===== config.mk =====
export PLATFORM = sky130hd
export DESIGN_NAME = dcache_write_buffer
export DESIGN_NICKNAME = d
export VERILOG_FILES = /design/src/rtl/dcache_write_buffer.sv
export SDC_FILE = /design/constraint.sdc
export NUM_CORES = 1
export LEC_CHECK = 0
export CAP_MARGIN = 10
export CORE_AREA = 5 5 204 206
export DETAILED_ROUTE_END_ITERATION = 8
export DIE_AREA = 0 0 209 211
export GPL_TIMING_DRIVEN = 0
export HOLD_SLACK_MARGIN = 0.06
export MAX_ROUTING_LAYER = met4
export PLACE_DENSITY = 0.64
export SKIP_CTS_REPAIR_TIMING = 1
export SLEW_MARGIN = 25
export SYNTH_ARGS = -nofsm -noshare
export SYNTH_HDL_FRONTEND = slang
export SYNTH_SLANG_ARGS = --single-unit

===== constraint.sdc =====
create_clock -name clk -period 5 [get_ports clk]
set_clock_uncertainty 0.1 [all_clocks]
set_input_delay 1 -clock clk [delete_from_list [all_inputs] [get_ports clk]]
set_output_delay 1 -clock clk [all_outputs]
set_load 0.02 [all_outputs]

===== src/rtl/dcache_write_buffer.sv =====
// dcache_write_buffer
//
// Store FIFO sitting between the dcache memory port and dmem. Stores from the
// cache are queued and retired to dmem one per cycle whenever the port is not
// busy with a load. Loads forward from the youngest buffered store to the
// same word, otherwise they read dmem directly. A level 'flush' request
// drains the buffer completely and refuses new stores while it does so.
//
// Ports
//   clk      : clock, all state updates on the rising edge
//   reset    : synchronous active-low reset
//   c_addr   : cache-side address (word aligned, bits [1:0] ignored in compares)
//   c_wdata  : cache-side store data
//   c_wen    : cache store request
//   c_ren    : cache load request
//   c_rdata  : load data, combinational
//   c_ready  : request accepted this cycle, combinational
//   flush    : drain request, blocks new stores while active
//   empty    : registered, 1 when no entries are held
//   count    : registered occupancy
//   m_addr   : dmem address
//   m_wdata  : dmem write data
//   m_wen    : dmem write enable
//   m_rdata  : dmem combinational read data
module dcache_write_buffer #(
  parameter int DEPTH = 4,
  parameter int AW    = 32,
  parameter int DW    = 32
) (
  input  logic                   clk,
  input  logic                   reset,
  input  logic [AW-1:0]          c_addr,
  input  logic [DW-1:0]          c_wdata,
  input  logic                   c_wen,
  input  logic                   c_ren,
  output logic [DW-1:0]          c_rdata,
  output logic                   c_ready,
  input  logic                   flush,
  output logic                   empty,
  output logic [$clog2(DEPTH):0] count,
  output logic [AW-1:0]          m_addr,
  output logic [DW-1:0]          m_wdata,
  output logic                   m_wen,
  input  logic [DW-1:0]          m_rdata
);

  localparam int PW = $clog2(DEPTH);
  localparam int CW = PW + 1;
  localparam logic [CW-1:0] FULL = CW'(DEPTH);

  typedef enum logic [1:0] {IDLE, DRAIN, FLUSH} state_t;

  state_t          state, state_next;
  logic [AW-1:0]   addr_q [DEPTH];
  logic [DW-1:0]   data_q [DEPTH];
  logic [PW-1:0]   head, tail;
  logic            drain;
  logic            store_open;
  logic            enq;
  logic [CW-1:0]   count_next;
  logic            hit;
  logic [DW-1:0]   fwd_data;
  logic [PW-1:0]   idx;

  // A load owns the dmem port for the cycle, so draining pauses while c_ren
  // is high. A full buffer can still take a store when the head retires in
  // the same cycle. The raw flush input blocks stores too, so the first
  // flush cycle already refuses a store before the state register has moved.
  always_comb begin
    drain      = ~empty & ~c_ren;
    store_open = ((count < FULL) | drain) & ~flush & (state != FLUSH);
    enq        = c_wen & store_open;
    c_ready    = c_wen ? store_open : 1'b1;
    count_next = count + CW'(enq) - CW'(drain);
  end

  always_comb begin
    m_wen   = drain;
    m_addr  = c_ren ? c_addr : addr_q[head];
    m_wdata = data_q[head];
  end

  // Walk the live entries oldest to youngest; a later match overrides an
  // earlier one so the youngest store to the word wins.
  always_comb begin
    hit      = 1'b0;
    fwd_data = '0;
    idx      = '0;
    for (int i = 0; i < DEPTH; i++) begin
      idx = head + PW'(i);
      if ((CW'(i) < count) && (addr_q[idx][AW-1:2] == c_addr[AW-1:2])) begin
        hit      = 1'b1;
        fwd_data = data_q[idx];
      end
    end
    c_rdata = hit ? fwd_data : m_rdata;
  end

  // Once flushing starts it holds until the buffer is empty, even if the
  // flush request drops early.
  always_comb begin
    state_next = state;
    if (count_next == '0) begin
      state_next = IDLE;
    end else if (flush || (state == FLUSH)) begin
      state_next = FLUSH;
    end else begin
      state_next = DRAIN;
    end
  end

  always_ff @(posedge clk) begin
    if (!reset) begin
      state <= IDLE;
      head  <= '0;
      tail  <= '0;
      count <= '0;
      empty <= 1'b1;
    end else begin
      state <= state_next;
      if (enq) begin
        tail <= tail + PW'(1);
      end
      if (drain) begin
        head <= head + PW'(1);
      end
      count <= count_next;
      empty <= (count_next == '0);
    end
  end

  // Entry storage carries no reset; occupancy alone decides what is valid.
  always_ff @(posedge clk) begin
    if (reset && enq) begin
      addr_q[tail] <= c_addr;
      data_q[tail] <= c_wdata;
    end
  end

endmodule


## Word level (Yosys, flattened, before mapping)

Memory sizes are Yosys's and may differ from the RTL's. A register that Yosys moved wholly into a read port is not among the register bits.
Cells that the tools add are included.

| operators by class | value |
|---|---|
| eq/ne operators | 6 |
| mux-type cells | 18 |
| div/mod/pow operators | 0 |
| magnitude comparators | 5 |
| reductions and logical operators | 8 |
| shift-type cells | 0 |
| add/subtract/negate cells | 6 |
| $mul | 0 |
| bitwise logic cells | 9 |

Operator list:

| operator | count |
|---|---|
| 32-bit 2-to-1 mux | 6 |
| 30-bit == test | 4 |
| 2-bit 2-to-1 mux | 5 |
| 1-bit 2-to-1 mux | 7 |
| 1-bit by 3-bit less-than comparator with 1-bit output (first input constant) | 2 |
| 2-bit by 3-bit less-than comparator with 1-bit output (first input constant) | 2 |
| 1-bit logical AND | 5 |
| 2-bit by 1-bit adder with 2-bit output (second input constant) | 2 |
| 2-bit adder (second input constant) | 2 |
| 1-bit bitwise AND | 4 |
| 1-bit inverter | 4 |
| 3-bit by 1-bit adder with 3-bit output | 1 |
| 3-bit logical NOT | 1 |
| 3-bit less-than comparator (second input constant) | 1 |
| 3-bit by 1-bit subtractor with 3-bit output | 1 |
| 2-bit == test (second input constant) | 1 |
| 2-bit != test (second input constant) | 1 |
| 2-bit OR reduction | 1 |
| 1-bit logical OR | 1 |
| 1-bit bitwise OR | 1 |

| word-level totals | value |
|---|---|
| memories | 2 |
| memory bits (writable) | 256 |
| input bits | 101 |
| register bits | 10 |
| bits in read-only memories | 0 |
| output and inout bits | 102 |
| latch bits | 0 |

Memory list:

| name | words | bits a word | rd ports | clocked after Yosys merged registers in | write ports | line | source |
|---|---|---|---|---|---|---|---|
| addr_q | 4 | 32 | 4 | 1 | 1 | 54 | `logic [AW-1:0] addr_q [DEPTH];` |
| data_q | 4 | 32 | 4 | 1 | 1 | 55 | `logic [DW-1:0] data_q [DEPTH];` |

## Logic depth before layout (Yosys ltp)

Gate-level depths: netlist of the first run.

| logic depth | value |
|---|---|
| word-level depth | 10 |
| gate-level depth with buffers | 15 |

## Worst setup path before layout of the first run

Ideal clock, no wire load.

| path | value |
|---|---|
| path type | input -> output |
| start | input port c_addr[3] |
| end | output port c_rdata[30] |
| required time | 3.900 ns |
| setup slack | 0.566 ns |
| stages | 10 |
| arrival | 3.334 ns |
| cells stage by stage | clkbuf_1 > nand2b_1 > mux2_2 > a2bb2oi_1 > nor4_1 > nand4_1 > or4_4 > buf_6 > o211a_1 > a311o_1 |

| between the ends | value |
|---|---|
| longest elaborated chain between the ends | 7 |

RTL lines:

| what | line | source |
|---|---|---|
| start: declaration | 32 | `input logic [AW-1:0] c_addr,` |
| 30-bit == test | 91 | `if ((CW'(i) < count) && (addr_q[idx][AW-1:2] == c_addr[AW-1:2])) begin` |
| 1-bit logical AND | 91 |  |
| 32-bit 2-to-1 mux or 1-bit 2-to-1 mux (tied branches) (4 in a row) | 91 |  |
| 32-bit 2-to-1 mux * | 96 | `c_rdata = hit ? fwd_data : m_rdata;` |
| end: declaration | 36 | `output logic [DW-1:0] c_rdata,` |

Mark *: on every way between the ends. The rest lies on a longest branch, timed or not.

## Worst setup path after layout of the first run

| path | value |
|---|---|
| start | register head[0] |
| end | output port c_rdata[1] |

| between the ends | value |
|---|---|
| longest elaborated chain between the ends | 8 |

RTL lines:

| what | line | source |
|---|---|---|
| start: declaration | 56 | `logic [PW-1:0] head, tail;` |
| start signal: assignment | 125 | `head <= head + PW'(1);` |
| 2-bit by 1-bit adder with 2-bit output | 90 | `idx = head + PW'(i);` |
| memory 4 x 32 bit | - |  |
| 30-bit == test | 91 |  |
| 1-bit logical AND | 91 |  |
| 32-bit 2-to-1 mux or 1-bit 2-to-1 mux (tied branches) (3 in a row) | 91 |  |
| 32-bit 2-to-1 mux * | 96 |  |

Marks and branches as above.

==> results_dict.tcl, run 1 <==
set metrics [dict create \
    drv_slew 0 \
    min_period_ns 5.40 \
    path_buf_inv 5 \
    avgRoutedWirePerCell_um 28.9 \
    finalHoldViolCount 0 \
    tns_ns -10.29 \
    rrSetupSlack_ns 1.90 \
    drive_gt1_frac 0.318 \
    fp.dieH_um 211 \
    synth_cells 1190 \
    core_um2 39500 \
    tightest_slew_ns 1.09 \
    initialDrtViolationCount 1408 \
    fin_crit_sh 1.08 \
    ant_nets 0 \
    ys_seq_elements 268 \
    start_kind "register" \
    synth-edff-count 256 \
    end_kind "output pin" \
    synth_area_um2 17600 \
    async_flop_share 0 \
    syn_area_per_cell_um2 14.7 \
    path_delay_family "simple AND/OR/NAND/NOR gates" \
    crit_slowest_cell "or4_4" \
    io_pins 203 \
    p_leak_nw 6.92 \
    hold_path.class "reg -> reg" \
    fin_cells 2000 \
    dpl_cell_area_um2 20300 \
    ys_warn_count 0 \
    area_delta_synth_final_pct 24.9 \
    cp_max_fo 5 \
    power_w 0.00768 \
    setup_viol 32 \
    dr.pass1.iters 5 \
    rr_worst_depth 9 \
    yosysSeqAreaShare 0.452 \
    path_cells "buf_12, buf_12, mux4_2, xnor2_4, nand4_1, nor4_2, nand4_1, or4_4, a21boi_4, buf_12, buf_8, o211ai_1, o211ai_1, buf_4" \
    cts_tree "yes" \
    first_global_vias 12823 \
    fill_cells 3252 \
    synthFlopType "edfxtp_1" \
    vias 12979 \
    cp.required_ns 3.90 \
    die_x_um 209 \
    worstSetupStartpoint "head[0]" \
    max_stage_delay_ns 0.58 \
    drcViolationCount 0 \
    r2r-start "head[0]" \
    overflow 0 \
    vias_per_cell 6.49 \
    final_cell_mix "edfxtp_1, mux4_2, clkdlybuf4s50_1" \
    cts_buffers 30 \
    multiInputGateArea_um2 9070 \
    hpwl_mm 39.8 \
    relSlewSlack 0.270 \
    cts.reportedPaths.clkPinSlew_ns 0.06 \
    synth_area_leaders "edfxtp_1, mux4_2, xnor2_1" \
    rsz0062_at_grt "true" \
    htreeDepth 1 \
    synth_top_area_frac 0.438 \
    worstSetupEndpoint "c_rdata[1]" \
    grt_util_all_layers 0.258 \
    die_area_um2 44100 \
    setup_slack_ns -0.398 \
    gp_congestion 0.949 \
    crit_top_cell "buf_12" \
    clock_latency_ns 0.58 \
    placementRows 73 \
    portBuffers 201 \
    fin_area_um2 21900 \
    grt_max_degree 39 \
    power.density_nw_per_um2 350 \
    placed_cells 1921 \
    cp.depth 14 \
    timing.fmax_mhz 185 \
    grt_pass1_wl_mm 84.2 \
    ys_types 47 \
    initial_core_util 0.445 \
    violations "setup timing" \
    crit_type "reg -> out" \
    arrival_ns 4.30 \
    routed_wl_mm 57.7 \
    synth_top_area_cell "edfxtp_1" \
    cap_violations 0 \
    antenna_found_initial 5 \
    nets 1557 \
    final_common_cell "edfxtp_1" \
    cts_root_buf "clkbuf_16" \
    status "complete, but fails checks" \
    ctsLongestPathBuffers 3 \
    ir_drop_mv 0.286 \
    cts_sinks 268 \
    synth_nets 1300 \
    seqCellArea_um2 7940 \
]
layout make-up:
class | instances | area share
multi-input cells | 752 | 0.414
flip-flops and latches | 268 | 0.362
repair buffers | 229 | 0.105
plain buffers | 119 | 0.0379
clock buffers | 37 | 0.0354
well taps | 525 | 0.0300
inverters | 47 | 0.00805
clock inverters | 18 | 0.00776
diodes | 5 | 0.000571
flip-flops by register name, summed over array words and instances (netlist names), named ones only:
| name | count |
|---|---|
| addr_q | 128 |
| count | 3 |
| data_q | 128 |
| empty | 1 |
| head | 2 |
| state | 2 |
| tail | 2 |
kinds of logic (layout without fill, tap and decap cells):
kind of cell	after synthesis	after routing	share of synthesized area
adders and majority gates	9	9	0.00684
AOI/OAI and AO/OA	134	134	0.0531
buffers and inverters	170	450	0.0411
DFF	268	268	0.452
muxes	310	310	0.335
other	0	5	0
xor gates and xnor gates	120	120	0.0599
and+or+nand+nor	179	179	0.0522
tightest hold or removal path, cell delays in order (launching register included):
cell and delay (ns):
dfxtp_1 0.30, a21oi_1 0.10, inv_1 0.06, nor2_1 0.04
synth_stat cells (all sizes together), types with 3 or more instances:
master,instances
xor2,33
inv,47
o2111ai,4
edfxtp,256
nand2,17
nor4,6
mux2i,51
o211ai,63
nand4,20
nand2b,3
mux4,218
a2bb2oi,4
xnor2,87
a21oi,5
a221oi,3
dfxtp,12
o21ai,39
mux2,41
and2,8
ha,8
buf,58
nor2,14
clkbuf,65
nand3,105
how the worst min path moves through the flow:
stage | from | endpoint | slack (ns) | cells past startpoint
floorplan | state[1] | state[1] | 0.39 | 2
global placement | state[1] | state[1] | 0.41 | 2
detailed placement | state[1] | state[0] | 0.43 | 3
CTS | state[1] | state[0] | 0.44 | 3
global route | state[1] | state[1] | 0.49 | 2
finish | state[1] | state[0] | 0.44 | 3
report_power, final:
part | total [W] | switching, W | internal, W
Clock | 0.00216 | 0.000905 | 0.00125
Sequential | 0.00263 | 0.0000792 | 0.00255
Combinational | 0.00290 | 0.00147 | 0.00143
metal layers:
layer  global-route usage  routed length [um]
met4               0.0686                1430
met2                0.399               27300
met3               0.0487                5630
met1                0.358               23300
met5                    -                   0
metrics by stage:
stage / hold slack, ns / worst slack [ns] / util
final: 0.440 / -0.398 / 0.556
after global routing: 0.490 / -0.486 / 0.556
after CTS: 0.442 / -1.94 / 0.540
after detailed placement: 0.434 / -1.74 / 0.516
after global placement: 0.411 / -1.72 / 0.512
after floorplan: 0.390 / 0.566 / -
Power figures use the tool's default switching activity.
==> run 2, diff against run 1 <==
--- a/config.mk
+++ b/config.mk
@@ -8,5 +8,6 @@
 export CAP_MARGIN = 10
-export CORE_AREA = 5 5 204 206
+export CORE_AREA = 5 5 216 218
 export DETAILED_ROUTE_END_ITERATION = 8
-export DIE_AREA = 0 0 209 211
+export DIE_AREA = 0 0 221 223
+export GPL_ROUTABILITY_DRIVEN = 1
 export GPL_TIMING_DRIVEN = 0
@@ -14,3 +15,3 @@
 export MAX_ROUTING_LAYER = met4
-export PLACE_DENSITY = 0.64
+export PLACE_DENSITY = 0.58
 export SKIP_CTS_REPAIR_TIMING = 1
==> constraint.sdc (replaced) <==
create_clock -name clk -period 5 [get_ports clk]
set_clock_uncertainty 0.1 [all_clocks]
set_input_delay 0.5 -clock clk [delete_from_list [all_inputs] [get_ports clk]]
set_output_delay 0.5 -clock clk [all_outputs]
set_load 0.02 [all_outputs]
==> results_dict.tcl, run 2 (synthesis results as in run 1) <==
set metrics [dict create \
    ctsLongestPathBuffers 3 \
    io_pins 203 \
    core_um2 44700 \
    initial_core_util 0.393 \
    crit_slowest_cell "or4_4" \
    p_leak_nw 6.86 \
    vias 12720 \
    setup_viol 0 \
    tightest_slew_ns 1.04 \
    status "complete, no violations" \
    fin_crit_sh 0.997 \
    die_area_um2 49300 \
    fin_util 0.489 \
    cts_buffers 34 \
    area_delta_synth_final_pct 24.5 \
    cp_max_fo 10 \
    reg.largest.list "addr_q (128), data_q (128), count (3)" \
    first_global_vias 12856 \
    fill_cells 3993 \
    drive_gt1_frac 0.287 \
    htreeDepth 2 \
    grt_max_degree 38 \
    cap_violations 0 \
    fp.dieH_um 223 \
    finalHoldViolCount 0 \
    crit_type "reg -> out" \
    path_delay_family "simple AND/OR/NAND/NOR gates" \
    hpwl_mm 40.9 \
    drcViolationCount 0 \
    cts_sinks 268 \
    nets 1542 \
    clock_latency_ns 0.55 \
    relSlewSlack 0.306 \
    ant_nets 0 \
    final_common_cell "edfxtp_1" \
    ir_drop_mv 0.243 \
    antenna_found_initial 6 \
    drv_slew 0 \
    placementRows 78 \
    dp_slack_ns -0.750 \
    dr.pass1.iters 5 \
    routed_wl_mm 58.4 \
    initialDrtViolationCount 1551 \
    start_kind "register" \
    max_stage_delay_ns 0.56 \
    min_period_ns 4.99 \
    path_buf_inv 4 \
    grt_pass1_wl_mm 86.2 \
    cts_tree "yes" \
    final_cell_mix "edfxtp_1, mux4_2, clkdlybuf4s50_1" \
    arrival_ns 4.39 \
    vias_per_cell 6.16 \
    overflow 0 \
    path_cells "buf_8, buf_6, mux4_2, xnor2_1, nand2_1, nor4_4, nand4_1, or4_4, a21boi_4, buf_6, o211ai_1, o211ai_1, buf_4" \
    power.density_nw_per_um2 362 \
    setup_slack_ns 0.0127 \
    timing.fmax_mhz 201 \
    grt_util_all_layers 0.237 \
    cp.required_ns 4.40 \
    end_kind "output pin" \
    avgRoutedWirePerCell_um 28.3 \
    cts.reportedPaths.clkPinSlew_ns 0.06 \
    gp_congestion 0.932 \
    cts_root_buf "clkbuf_16" \
    portBuffers 201 \
    tns_ns 0 \
    hold_path.class "reg -> reg" \
    die_x_um 221 \
]
run 2: power breakdown:
group	internal (W)	leakage [nW]	total, W	switching [W]
Sequential	0.00255	2.41	0.00263	0.0000824
Clock	0.00145	0.535	0.00244	0.000995
Combinational	0.00137	3.92	0.00283	0.00146
run 2: worst reg2reg max path, cell delays in order (launching register included):
cell      delay, ns
dfxtp_1        0.35
buf_8          0.19
buf_12         0.15
buf_4          0.25
clkbuf_2       0.42
buf_1          0.68
clkbuf_1       0.64
nand2_1        0.14
xor2_1         0.18
nor2_1         0.12
run 2: layer usage:
layer | GRT usage | vias up | routed length (um) | part of all wire
met1 | 0.327 | 6632 | 24700 | 0.42
met2 | 0.366 | 629 | 27700 | 0.47
li1 | - | 5366 | - | -
met3 | 0.0433 | 93 | 4420 | 0.076
met4 | 0.0668 | 0 | 1530 | 0.026
met5 | - | - | 0 | 0
run 2: final cells by class:
class                      instances  area (um2)  area share
clock buffer                      41         898      0.0411
timing repair buffer             210        2100      0.0960
multi-input combinational        752        9060       0.415
clock inverter                    21         203     0.00928
antenna                            6        15.0    0.000687
sequential                       268        7930       0.363
inverter                          47         176     0.00807
buffer                           119         713      0.0326
tap                              600         751      0.0344
run 2: path summary, 6_finish.rpt:
kind / start / endpoint / slack [ns] / depth (start not counted)
worst max-delay path: head[0] / c_rdata[1] / 0.01 / 13
worst min-delay path: state[1] / state[1] / 0.43 / 2
worst max register to register: head[0] / register / 1.71 / 9
worst min register to register: state[1] / state[1] / 0.43 / 2
run 2: per-stage QoR:
step / cells / instance area, um2 / total power (W) / hold slack [ns]
after floorplan: 1190 / 17600 / 0.00446 / 0.390
after global placement: 1991 / 20300 / 0.00540 / 0.411
after detailed placement: 1996 / 20400 / 0.00541 / 0.425
after CTS: 2058 / 21500 / 0.00786 / 0.434
after global routing: 2064 / 21800 / 0.00821 / 0.477
final: 2064 / 21800 / 0.00791 / 0.432
